## src/rtl/mem_access_seq.sv

```systemverilog
// Memory access sequencer for the multicycle CPU: arbitrates fetch/data/exception
// requests, drives the address-mux select and MemWR, and times the memory latency.
module mem_access_seq #(
  parameter int unsigned MEM_LAT = 2
) (
  input  logic       clk,
  input  logic       reset,
  input  logic       fetch_req,
  input  logic       data_req,
  input  logic       data_we,
  input  logic [1:0] data_addr_sel,
  input  logic       exc_req,
  input  logic [1:0] exc_code,
  output logic [2:0] IorDControl,
  output logic       MemWR,
  output logic       busy,
  output logic       done,
  output logic [1:0] done_src,
  output logic       ld_ir,
  output logic       ld_mdr,
  output logic       err
);

  typedef enum logic [1:0] {
    ST_IDLE     = 2'b00,
    ST_ACCESS   = 2'b01,
    ST_COMPLETE = 2'b10
  } state_e;

  localparam logic [1:0] SRC_FETCH = 2'b00;
  localparam logic [1:0] SRC_DATA  = 2'b01;
  localparam logic [1:0] SRC_EXC   = 2'b10;
  localparam logic [3:0] CNT_LAST  = 4'(MEM_LAT - 1);

  state_e     state_q, state_d;
  logic [3:0] cnt_q, cnt_d;
  logic [2:0] sel_q, sel_d;
  logic       we_q, we_d;
  logic [1:0] src_q, src_d;
  logic       illegal_s;

  logic [2:0] iord_q, iord_d;
  logic       memwr_q, memwr_d;
  logic       busy_q, busy_d;
  logic       done_q, done_d;
  logic [1:0] done_src_q, done_src_d;
  logic       ld_ir_q, ld_ir_d;
  logic       ld_mdr_q, ld_mdr_d;
  logic       err_q, err_d;

  // State, latched request attributes and registered outputs.
  always_ff @(posedge clk) begin
    if (!reset) begin
      state_q    <= ST_IDLE;
      cnt_q      <= 4'd0;
      sel_q      <= 3'b000;
      we_q       <= 1'b0;
      src_q      <= SRC_FETCH;
      iord_q     <= 3'b000;
      memwr_q    <= 1'b0;
      busy_q     <= 1'b0;
      done_q     <= 1'b0;
      done_src_q <= 2'b00;
      ld_ir_q    <= 1'b0;
      ld_mdr_q   <= 1'b0;
      err_q      <= 1'b0;
    end else begin
      state_q    <= state_d;
      cnt_q      <= cnt_d;
      sel_q      <= sel_d;
      we_q       <= we_d;
      src_q      <= src_d;
      iord_q     <= iord_d;
      memwr_q    <= memwr_d;
      busy_q     <= busy_d;
      done_q     <= done_d;
      done_src_q <= done_src_d;
      ld_ir_q    <= ld_ir_d;
      ld_mdr_q   <= ld_mdr_d;
      err_q      <= err_d;
    end
  end

  // Arbitration (exc > data > fetch) in IDLE and latency counting in ACCESS.
  always_comb begin
    state_d   = state_q;
    cnt_d     = cnt_q;
    sel_d     = sel_q;
    we_d      = we_q;
    src_d     = src_q;
    illegal_s = 1'b0;
    case (state_q)
      ST_IDLE: begin
        if (exc_req) begin
          if (exc_code == 2'b00) begin
            illegal_s = 1'b1;
          end else begin
            sel_d   = {1'b0, exc_code};
            we_d    = 1'b0;
            src_d   = SRC_EXC;
            cnt_d   = 4'd0;
            state_d = ST_ACCESS;
          end
        end else if (data_req) begin
          if (data_addr_sel == 2'b11) begin
            illegal_s = 1'b1;
          end else begin
            sel_d   = {1'b1, data_addr_sel};
            we_d    = data_we;
            src_d   = SRC_DATA;
            cnt_d   = 4'd0;
            state_d = ST_ACCESS;
          end
        end else if (fetch_req) begin
          sel_d   = 3'b000;
          we_d    = 1'b0;
          src_d   = SRC_FETCH;
          cnt_d   = 4'd0;
          state_d = ST_ACCESS;
        end else begin
          state_d = ST_IDLE;
        end
      end
      ST_ACCESS: begin
        if (cnt_q == CNT_LAST) begin
          state_d = ST_COMPLETE;
        end else begin
          cnt_d = cnt_q + 4'd1;
        end
      end
      ST_COMPLETE: begin
        state_d = ST_IDLE;
      end
      default: begin
        state_d = ST_IDLE;
        cnt_d   = 4'd0;
      end
    endcase
  end

  // Outputs derived from the next state so they line up with the state they describe.
  always_comb begin
    iord_d     = 3'b000;
    memwr_d    = 1'b0;
    busy_d     = 1'b0;
    done_d     = 1'b0;
    done_src_d = 2'b00;
    ld_ir_d    = 1'b0;
    ld_mdr_d   = 1'b0;
    err_d      = illegal_s;
    case (state_d)
      ST_IDLE: begin
        iord_d = 3'b000;
      end
      ST_ACCESS: begin
        iord_d  = sel_d;
        busy_d  = 1'b1;
        memwr_d = we_d;
      end
      ST_COMPLETE: begin
        iord_d     = sel_d;
        busy_d     = 1'b1;
        done_d     = 1'b1;
        done_src_d = src_d;
        if (src_d == SRC_FETCH) begin
          ld_ir_d = 1'b1;
        end else if (src_d == SRC_EXC) begin
          ld_mdr_d = 1'b1;
        end else begin
          ld_mdr_d = ~we_d;
        end
      end
      default: begin
        iord_d = 3'b000;
      end
    endcase
  end

  assign IorDControl = iord_q;
  assign MemWR       = memwr_q;
  assign busy        = busy_q;
  assign done        = done_q;
  assign done_src    = done_src_q;
  assign ld_ir       = ld_ir_q;
  assign ld_mdr      = ld_mdr_q;
  assign err         = err_q;

endmodule

```

## config.mk

```make
export PLATFORM = sky130hd
export DESIGN_NAME = mem_access_seq
export DESIGN_NICKNAME = d
export VERILOG_FILES = /design/src/rtl/mem_access_seq.sv
export SDC_FILE = /design/constraint.sdc
export NUM_CORES = 1
export LEC_CHECK = 0
export CORE_UTILIZATION = 30
export DETAILED_ROUTE_END_ITERATION = 12
export HOLD_SLACK_MARGIN = 0.02
export PLACE_DENSITY = 0.55
export SLEW_MARGIN = 20
export SYNTH_ARGS = -nofsm -noshare
export SYNTH_HDL_FRONTEND = slang
export SYNTH_SLANG_ARGS = --single-unit
```

## constraint.sdc

```tcl
create_clock -name clk -period 2.4 [get_ports clk]
set_input_delay 0.36 -clock clk [delete_from_list [all_inputs] [get_ports clk]]
set_output_delay 0.36 -clock clk [all_outputs]
set_load 0.01 [all_outputs]
```

* Word-level counts from Yosys, hierarchy flattened
Index checks and enable logic that the tools add are counted. Widths: inputs -> output; s select.
Word-level totals: RAM bits 0, bits of input ports 10, memories 0, ROM bits 0, bits in latches 0, flip-flop bits (word level) 23
Operators by class: eq/ne operators 11, bitwise gates (word level) 4, mux-type cells 40, reduce and logical (&&, ||, !) cells 10, div/mod/pow operators 0, shifts and indexed selects 0, $add $sub $neg 1, $lt $le $gt $ge 0, multiply operators 0
Operators with widths (number):
- $mux 4 | 6
- $mux 2 | 11
- $mux 3 | 6
- $mux 1 | 15
- $pmux 4 s3 | 1
- $eq 2x2->1 const B | 4
- $ne 4x4->1 const B | 2
- $reduce_and 2->1 | 4
- $logic_not 2->1 | 3
- $reduce_and 5->1 | 1
- $add 4x1->4 const B | 1
- $eq 2x1->1 const B | 2
- $eq 4x1->1 const B | 1
- $not 1->1 | 4
- $pmux 2 s2 | 1
- $ne 3x3->1 const B | 1
- $reduce_or 3->1 | 1
- $ne 2x2->1 const B | 1
- $reduce_or 2->1 | 1

* Logic depth before layout (Yosys ltp)
Gate-level depths: netlist of run 1.
depth in word-level cells 8, gate-level depth with buffers 11, mapped depth without buffers 11

* Worst setup path before layout of run 1
Ideal clock, no wire load.
path kind flip-flop to flip-flop, start register cnt_q[0], end register ld_mdr_q (netlist: ld_mdr), path slack 716 ps, arrival 1600 ps, data required time 2316 ps, setup time 84 ps, path buffers 0, cell stages (with the launch flop) 10, period minus slack after synthesis 1684 ps, cells stage by stage dfxtp_1 -> ha_1 -> or3b_4 -> or2_4 -> inv_1 -> ha_1 -> nand2_1 -> inv_1 -> nand3_1 -> o31ai_2
Between the ends: cells in the longest elaborated chain, start to end 6
Ends and longest elaborated chain:
- start, declared | RTL line 36 | logic [3:0] cnt_q, cnt_d;
- start signal, assigned | RTL line 69 | cnt_q <= cnt_d;
- $eq 4x1->1 | RTL line 125 | if (cnt_q == CNT_LAST) begin
- $mux 2 | RTL line 125
- $pmux 2 s2 | RTL line 92 | case (state_q)
- named net state_d[1] | RTL line 35 | state_e state_q, state_d;
- $eq 2x2->1 | RTL line 151 | case (state_d)
- $not 1->1 (no line)
- $reduce_or 3->1 (no line)
- end signal, assigned | RTL line 79 | ld_mdr_q <= ld_mdr_d;
- end, declared | RTL line 48 | logic ld_mdr_q, ld_mdr_d;
The timed path passes the listed nets, and every way through them passes these cells. A chain may end at the register's enable or synchronous reset.

* Final worst setup path of run 1
start input exc_code[1], end register ld_mdr_q (netlist: ld_mdr)
Between the ends: cells in the longest elaborated chain, start to end 7, elaborated cells between the ends (all ways) 17, those cells by class eq/ne (2); mux (10); bitwise (2); reduce/logical (3)
Ends and longest elaborated chain:
- start, declared | RTL line 13 | input logic [1:0] exc_code,
- $logic_not 2->1 | RTL line 95 | if (exc_code == 2'b00) begin
- $mux 2 | RTL line 95
- $mux 2 | RTL line 94 | if (exc_req) begin
- $pmux 2 s2 | RTL line 92
- named net state_d[0] | RTL line 35
- $eq 2x2->1 | RTL line 151
- $not 1->1 (no line)
- $reduce_or 3->1 (no line)
The timed path passes the listed nets, and every way through them passes these cells.

==> results of run 1 <==
-- through the flow --
stage / setup WS [ns] / total power, mW
after detailed placement: 0.138 / 0.589
after floorplan: 0.716 / 0.524
after global placement: 0.176 / 0.588
after global routing: 0.314 / 0.808
final: 0.437 / 0.760
after CTS: 0.441 / 0.772
-- power breakdown --
part / internal [mW] / switching (mW)
registers: 0.402 / 0.0144
clock network: 0.0622 / 0.118
logic: 0.0827 / 0.0810
total: 0.547 / 0.213
-- worst max-delay path, stage by stage --
cell and delay [ns]:
clkdlybuf4s50_1 0.44, or3b_1 0.43, nand2_1 0.12, o21bai_1 0.14, a21oi_1 0.12, inv_1 0.08
ha_1 0.14, nand2_1 0.08, inv_1 0.12, nand3_1 0.10, o31ai_2 0.07
-- routing by layer --
layer  up-vias  share of wire [%]  global-route usage [%]
li1        430                  -                       -
met1       381                 52                    16.1
met2        14                 43                    19.3
met3         2                3.8                    2.77
met4         0               0.72                    6.49
met5         -                  0                       0
-- area by class of cell --
type                            count  area [um^2]  share of cell area, %
Clock buffer                        3         22.5                   1.72
Clock inverter                      1         5.00                  0.381
Inverter                            5         18.8                   1.43
Multi-Input combinational cell     80          536                   40.8
Sequential cell                    23          460                   35.1
Tap cell                           44         55.1                   4.19
Timing Repair Buffer               22          215                   16.4
-- synthesized netlist by cell type, types with 2 or more instances --
cell type	number	share of area, %
o21ai_0	3	1.5
o21ai_1	2	0.97
nand3_1	3	1.5
a21oi_1	4	1.9
and2_1	5	3.0
and3_1	4	2.4
nor3_1	4	1.9
nand2_1	6	2.2
nor2_1	14	5.1
inv_1	5	1.8
nor2b_1	6	3.6
mux2i_1	2	1.9
dfxtp_1	23	45
nor3b_1	2	1.5
ha_1	4	4.9
-- flip-flops by register name, indices dropped and copies added (netlist names) --
signal	cells
src_q	2
sel_q	3
done	1
ld_mdr	1
cnt_q	4
we_q	1
IorDControl	3
MemWR	1
busy	1
state_q	2
err	1
ld_ir	1
done_src	2
-- logic make-up after synthesis --
kind of cell,after synthesis
adders and majority gates,4
DFF,23
buffers and inverters,7
AOI/OAI and AO/OA,21
muxes,2
and+or+nand+nor,53
-- worst paths after layout --
path               start        to  slack (ns)  cells after the start
min             cnt_q[3]  cnt_q[3]        0.48                      1
max reg2reg     cnt_q[0]    ld_mdr        0.52                      9
min reg2reg     cnt_q[3]  cnt_q[3]        0.48                      1
max          exc_code[1]    ld_mdr        0.44                     11
==> metrics.md, run 1 <==
| Metric | Value |
|---|---|
| Post-layout util | `41.6%` |
| Cells after DPL | `174` |
| Avg Cell Area, Syn | `9.37 um^2` |
| Peak VDD IR | `0.253 mV` |
| Pwr/cell area | `579 nW/um^2` |
| GR Overflow Total | `0` |
| Outcome | `finished, final reports clean` |
| Final worst-path cycle share | `81.8%` |
| Synth warnings | `0` |
| Syn Nets | `124` |
| Post-synthesis sequential area ratio | `44.7%` |
| DRC | `0` |
| Post-synthesis mux area share | `1.94%` |
| CP endpoint kind | `flop` |
| Async S/R FF share, synth | `0%` |
| Fmax achieved | `0.509 GHz` |
| Clock skew | `0.000783 ns` |
| Leak | `0.545 nW` |
| Final slew viol count | `0` |
| # IOs | `21` |
| Vias in the first global route | `753` |
| Post-route ant nets | `0` |
| DRT iter0 DRCs | `16` |
| Die height | `60.6 um` |
| Xor/xnor share of the synthesized area | `0%` |
| Post-synthesis adder-cell area fraction | `4.85%` |
| Clock Latency Late Sink | `0.31 ns` |
| Mapped Area | `1030 um^2` |
| Pin count of the biggest net entering global routing | `14` |
| Final wirelength | `2080 um` |
| Final hold vios | `0` |
| Initial Util | `32.7%` |
| Clock-pin slew on the worst setup and hold paths | `0.13 ns` |
| Clock sink count | `23` |
| Slew margin rel. | `77.3%` |
| Setup TNS | `0 ns` |
| Hold Slack | `0.476 ns` |
| CP Class | `in2reg` |
| Compound-cell area share of the yosys netlist | `15.9%` |
| Startpoint types | `input port` |
| Min-Delay Path Class | `reg2reg` |
| RSZ-0062 raised after global routing | `false` |
| Die X | `60.6 um` |
| DP HPWL | `1570 um` |
| CTS buffer count | `3` |
| Worst Tran Pin Value | `0.340 ns` |
| Layout Nets | `149` |
| H-tree depth | `1` |
| Drt via density | `4.65` |
| CTS Hold Bufs | `0` |
| Vias | `827` |
| Non-Filler Instances | `178` |
| All-Layer GR Usage | `12.4%` |
| PortBufs | `20` |
| Arr. time, crit path | `2.20 ns` |
| Final GP Congestion | `0.868` |
| First-pass GRT wire length | `3320 um` |
| Drt pass-1 iters | `4` |
| Area Growth Syn to Fin | `27.3%` |
| DP Area | `1280 um^2` |
| Area of the core | `3150 um^2` |
| Maxcap violations | `0` |
| N_diodes | `0` |
| Most common cell after layout, fill and taps aside | `dfxtp_1` |
| Synth Flop Type | `dfxtp_1` |
| Longest Clk Path Bufs | `2` |
| # Post-CTS Setup Buffers | `0` |
| Share of layout cells above drive strength 1 | `11.9%` |
| Critical path fanouts, max | `4` |
| Syn Inst Count | `110` |
| Antenna violations before repair | `0` |
| FILL cells | `321` |
| CTS tree | `built` |
| CP required | `2.64 ns` |
| Largest family of logic cells by synthesized area | `simple AND/OR/NAND/NOR gates` |
| Post-cts sizing count | `0` |
| Synth Area in Simple Gates | `29.2%` |
| EDFF count, synth | `0` |
| Die area | `3670 um^2` |
| Root Driver | `clkbuf_4` |
| Unique masters post-synth | `38` |
| Cell row count | `20` |
| Avg WL per Cell | `11.7 um` |
| Flip-flop and latch count after synthesis | `23` |
| Count of final setup violators | `0` |
| Fin area | `1310 um^2` |
| Final min period | `1.96 ns` |
| Most frequent cells in the layout | `dfxtp_1, clkdlybuf4s50_1, nor2_1` |
(Power assumes the default switching activity.)
==> run 2: changes to the inputs <==
clock period = 1.9 ns   (was 2.4 ns; I/O delays follow)
==> run 2 against run 1 <==
Register-to-register slack lost 0.39 ns. Wire length grew 6.7%. Clock skew grew 0.0057 ns. Final area grew 8.9%. Setup slack lost 0.31 ns. Via count grew 7.4%. Clock-buffer cell count is the same. Sequential share of layout area shrank 2.8 points. Critical path type is now reg2reg. Largest cell class unchanged.
==> metrics.md, run 2 (synthesis gave the netlist of run 1 again) <==
| Metric | Value |
|---|---|
| Die area | `3670 um^2 (unchanged)` |
| Pwr/cell area | `699 nW/um^2 (was 579 nW/um^2)` |
| Longest Clk Path Bufs | `2 (unchanged)` |
| Vias in the first global route | `840 (was 753)` |
| Slowest cell on crit path | `or3b_4 (was clkdlybuf4s50_1)` |
| CP required | `2.14 ns (was 2.64 ns)` |
| Final wirelength | `2220 um (was 2080 um)` |
| Area Growth Syn to Fin | `38.6% (was 27.3%)` |
| Clock-pin slew on the worst setup and hold paths | `0.13 ns (about the same)` |
| Slowest stage delay, CP | `0.38 ns (was 0.44 ns)` |
| Final worst-path cycle share | `93.1%` |
| Critical path fanouts, max | `4 (unchanged)` |
| CTS Hold Bufs | `0 (unchanged)` |
| CTS tree | `built (unchanged)` |
| All-Layer GR Usage | `13.6% (was 12.4%)` |
| Pin count of the biggest net entering global routing | `14 (unchanged)` |
| Most frequent cells in the layout | `dfxtp_1, clkdlybuf4s50_1, buf_4 (was dfxtp_1, clkdlybuf4s50_1, nor2_1)` |
| Final min period | `1.77 ns` |
| CP Class | `reg2reg (was in2reg)` |
| RSZ-0062 raised after global routing | `false (unchanged)` |
| Cell row count | `20 (unchanged)` |
| Clock Latency Late Sink | `0.32 ns (was 0.31 ns)` |
| Final slew viol count | `0 (unchanged)` |
| Slew margin rel. | `81.6% (was 77.3%)` |
| Post-route ant nets | `0 (unchanged)` |
| CP endpoint kind | `flop (unchanged)` |
| Arr. time, crit path | `2.01 ns (was 2.20 ns)` |
| Leak | `0.615 nW (was 0.545 nW)` |
| Reg with most FFs | `cnt_q (unchanged)` |
| Drt pass-1 iters | `4 (unchanged)` |
| DP Area | `1390 um^2 (was 1280 um^2)` |
| Setup TNS | `0 ns (unchanged)` |
| # IOs | `21 (unchanged)` |
| DP HPWL | `1740 um (was 1570 um)` |
| Startpoint types | `flop (was input port)` |
| PortBufs | `20 (unchanged)` |
| CTS buffer count | `3 (unchanged)` |
| Count of final setup violators | `0 (unchanged)` |
| Final GP Congestion | `0.807 (was 0.868)` |
| GR Overflow Total | `0 (unchanged)` |
| Vias | `888 (was 827)` |
| Fin area | `1430 um^2 (was 1310 um^2)` |
| Antenna violations before repair | `0 (unchanged)` |
| Outcome | `finished, final reports clean (unchanged)` |
| Hold Path Stages | `1 (unchanged)` |
| First-pass GRT wire length | `3610 um (was 3320 um)` |
| Final hold vios | `0 (unchanged)` |
| Min-Delay Path Class | `reg2reg (unchanged)` |
| N_diodes | `0 (unchanged)` |
| Most common cell after layout, fill and taps aside | `dfxtp_1 (unchanged)` |
| Area of the core | `3150 um^2 (unchanged)` |
| Cell count of the worst reg-to-reg path | `8 (was 9)` |
| Clock skew | `0.00649 ns (was 0.000783 ns)` |
| Peak VDD IR | `0.322 mV (was 0.253 mV)` |
| DRC | `0 (unchanged)` |
| # Post-CTS Setup Buffers | `0 (unchanged)` |
| Cell Chain, Critical Path | `inv_1 -> ha_1 -> or3b_4 -> or2_4 -> inv_1 -> ha_1 -> nand2_1 -> o31ai_2 (was clkdlybuf4s50_1 -> or3b_1 -> nand2_1 -> o21bai_1 -> a21oi_1 -> inv_1 -> ha_1 -> nand2_1 -> inv_1 -> nand3_1 -> o31ai_2)` |
| H-tree depth | `1 (unchanged)` |
| Max FFs per register | `4 (unchanged)` |
| Fmax achieved | `0.566 GHz` |
| Drt via density | `4.63 (was 4.65)` |
| Worst Tran Pin Value | `0.275 ns (was 0.340 ns)` |
| Die height | `60.6 um (unchanged)` |
| DRT iter0 DRCs | `10 (was 16)` |
| Avg WL per Cell | `11.5 um (was 11.7 um)` |
| Clock sink count | `23 (unchanged)` |
| Post-layout util | `45.3% (was 41.6%)` |
| Layout Nets | `163 (was 149)` |
| Maxcap violations | `0 (unchanged)` |
| Die X | `60.6 um (unchanged)` |
| Initial Util | `32.7% (unchanged)` |
| Share of layout cells above drive strength 1 | `23.6% (was 11.9%)` |
| Root Driver | `clkbuf_4 (unchanged)` |
[run 2: cell count changes in the layout (fill, tap and decap cells not counted), sizes merged]
| cell | delta |
|---|---|
| buf | +14 |
[run 2: power breakdown]
group,total [mW],switching [mW],internal (mW)
logic,0.251,0.117,0.134
registers,0.518,0.00952,0.508
clock network,0.230,0.152,0.0788
total,0.999,0.278,0.720
[run 2: what timing repair did]
item	in CTS	in global routing
resized for setup	0	5
endpoints found under the hold margin	0	0
setup endpoints to repair	0	3
[run 2: layout make-up]
| cell class | count | area [um^2] |
|---|---|---|
| well taps | 44 | 55.1 |
| multi-input cells | 80 | 546 |
| clock buffers | 3 | 22.5 |
| clock inverters | 1 | 5.00 |
| flip-flops and latches | 23 | 462 |
| repair buffers | 36 | 320 |
| inverters | 5 | 18.8 |
| fillers | 332 | 1720 |
[run 2: critical path: cells and delay by family (launching register included)]
family,cells,cell delay (ns)
buffers and inverters,2,0.11
DFF,1,0.36
and+or+nand+nor,3,0.73
adders and majority gates,2,0.25
AOI/OAI and AO/OA,1,0.25
[run 2: worst paths after layout]
check / to / startpoint / slack, ns
min reg2reg: cnt_q[3] / cnt_q[3] / 0.48
max reg2reg: ld_mdr / cnt_q[1] / 0.13
min: cnt_q[3] / cnt_q[3] / 0.48
max: ld_mdr / cnt_q[1] / 0.13
[run 2: routing by layer]
metal / wire length (um) / part of all wire, % / global-route usage, % / vias up
met5: 0 / 0 / 0 / -
met4: 29 / 1.3 / 4.87 / 0
met3: 97 / 4.4 / 3.20 / 4
met2: 1080 / 49 / 24.0 / 15
met1: 1010 / 46 / 16.1 / 410
li1: - / - / - / 459
[run 2: through the flow]
step / power (mW) / cells / setup WS [ns] / hold WS (ns)
after global placement: 0.773 / 188 / -0.200 / 0.460
after CTS: 1.01 / 192 / 0.0736 / 0.483
after detailed placement: 0.776 / 188 / -0.258 / 0.465
final: 0.999 / 192 / 0.132 / 0.481
after floorplan: 0.662 / 110 / 0.216 / 0.407
after global routing: 1.06 / 192 / 0.00849 / 0.518
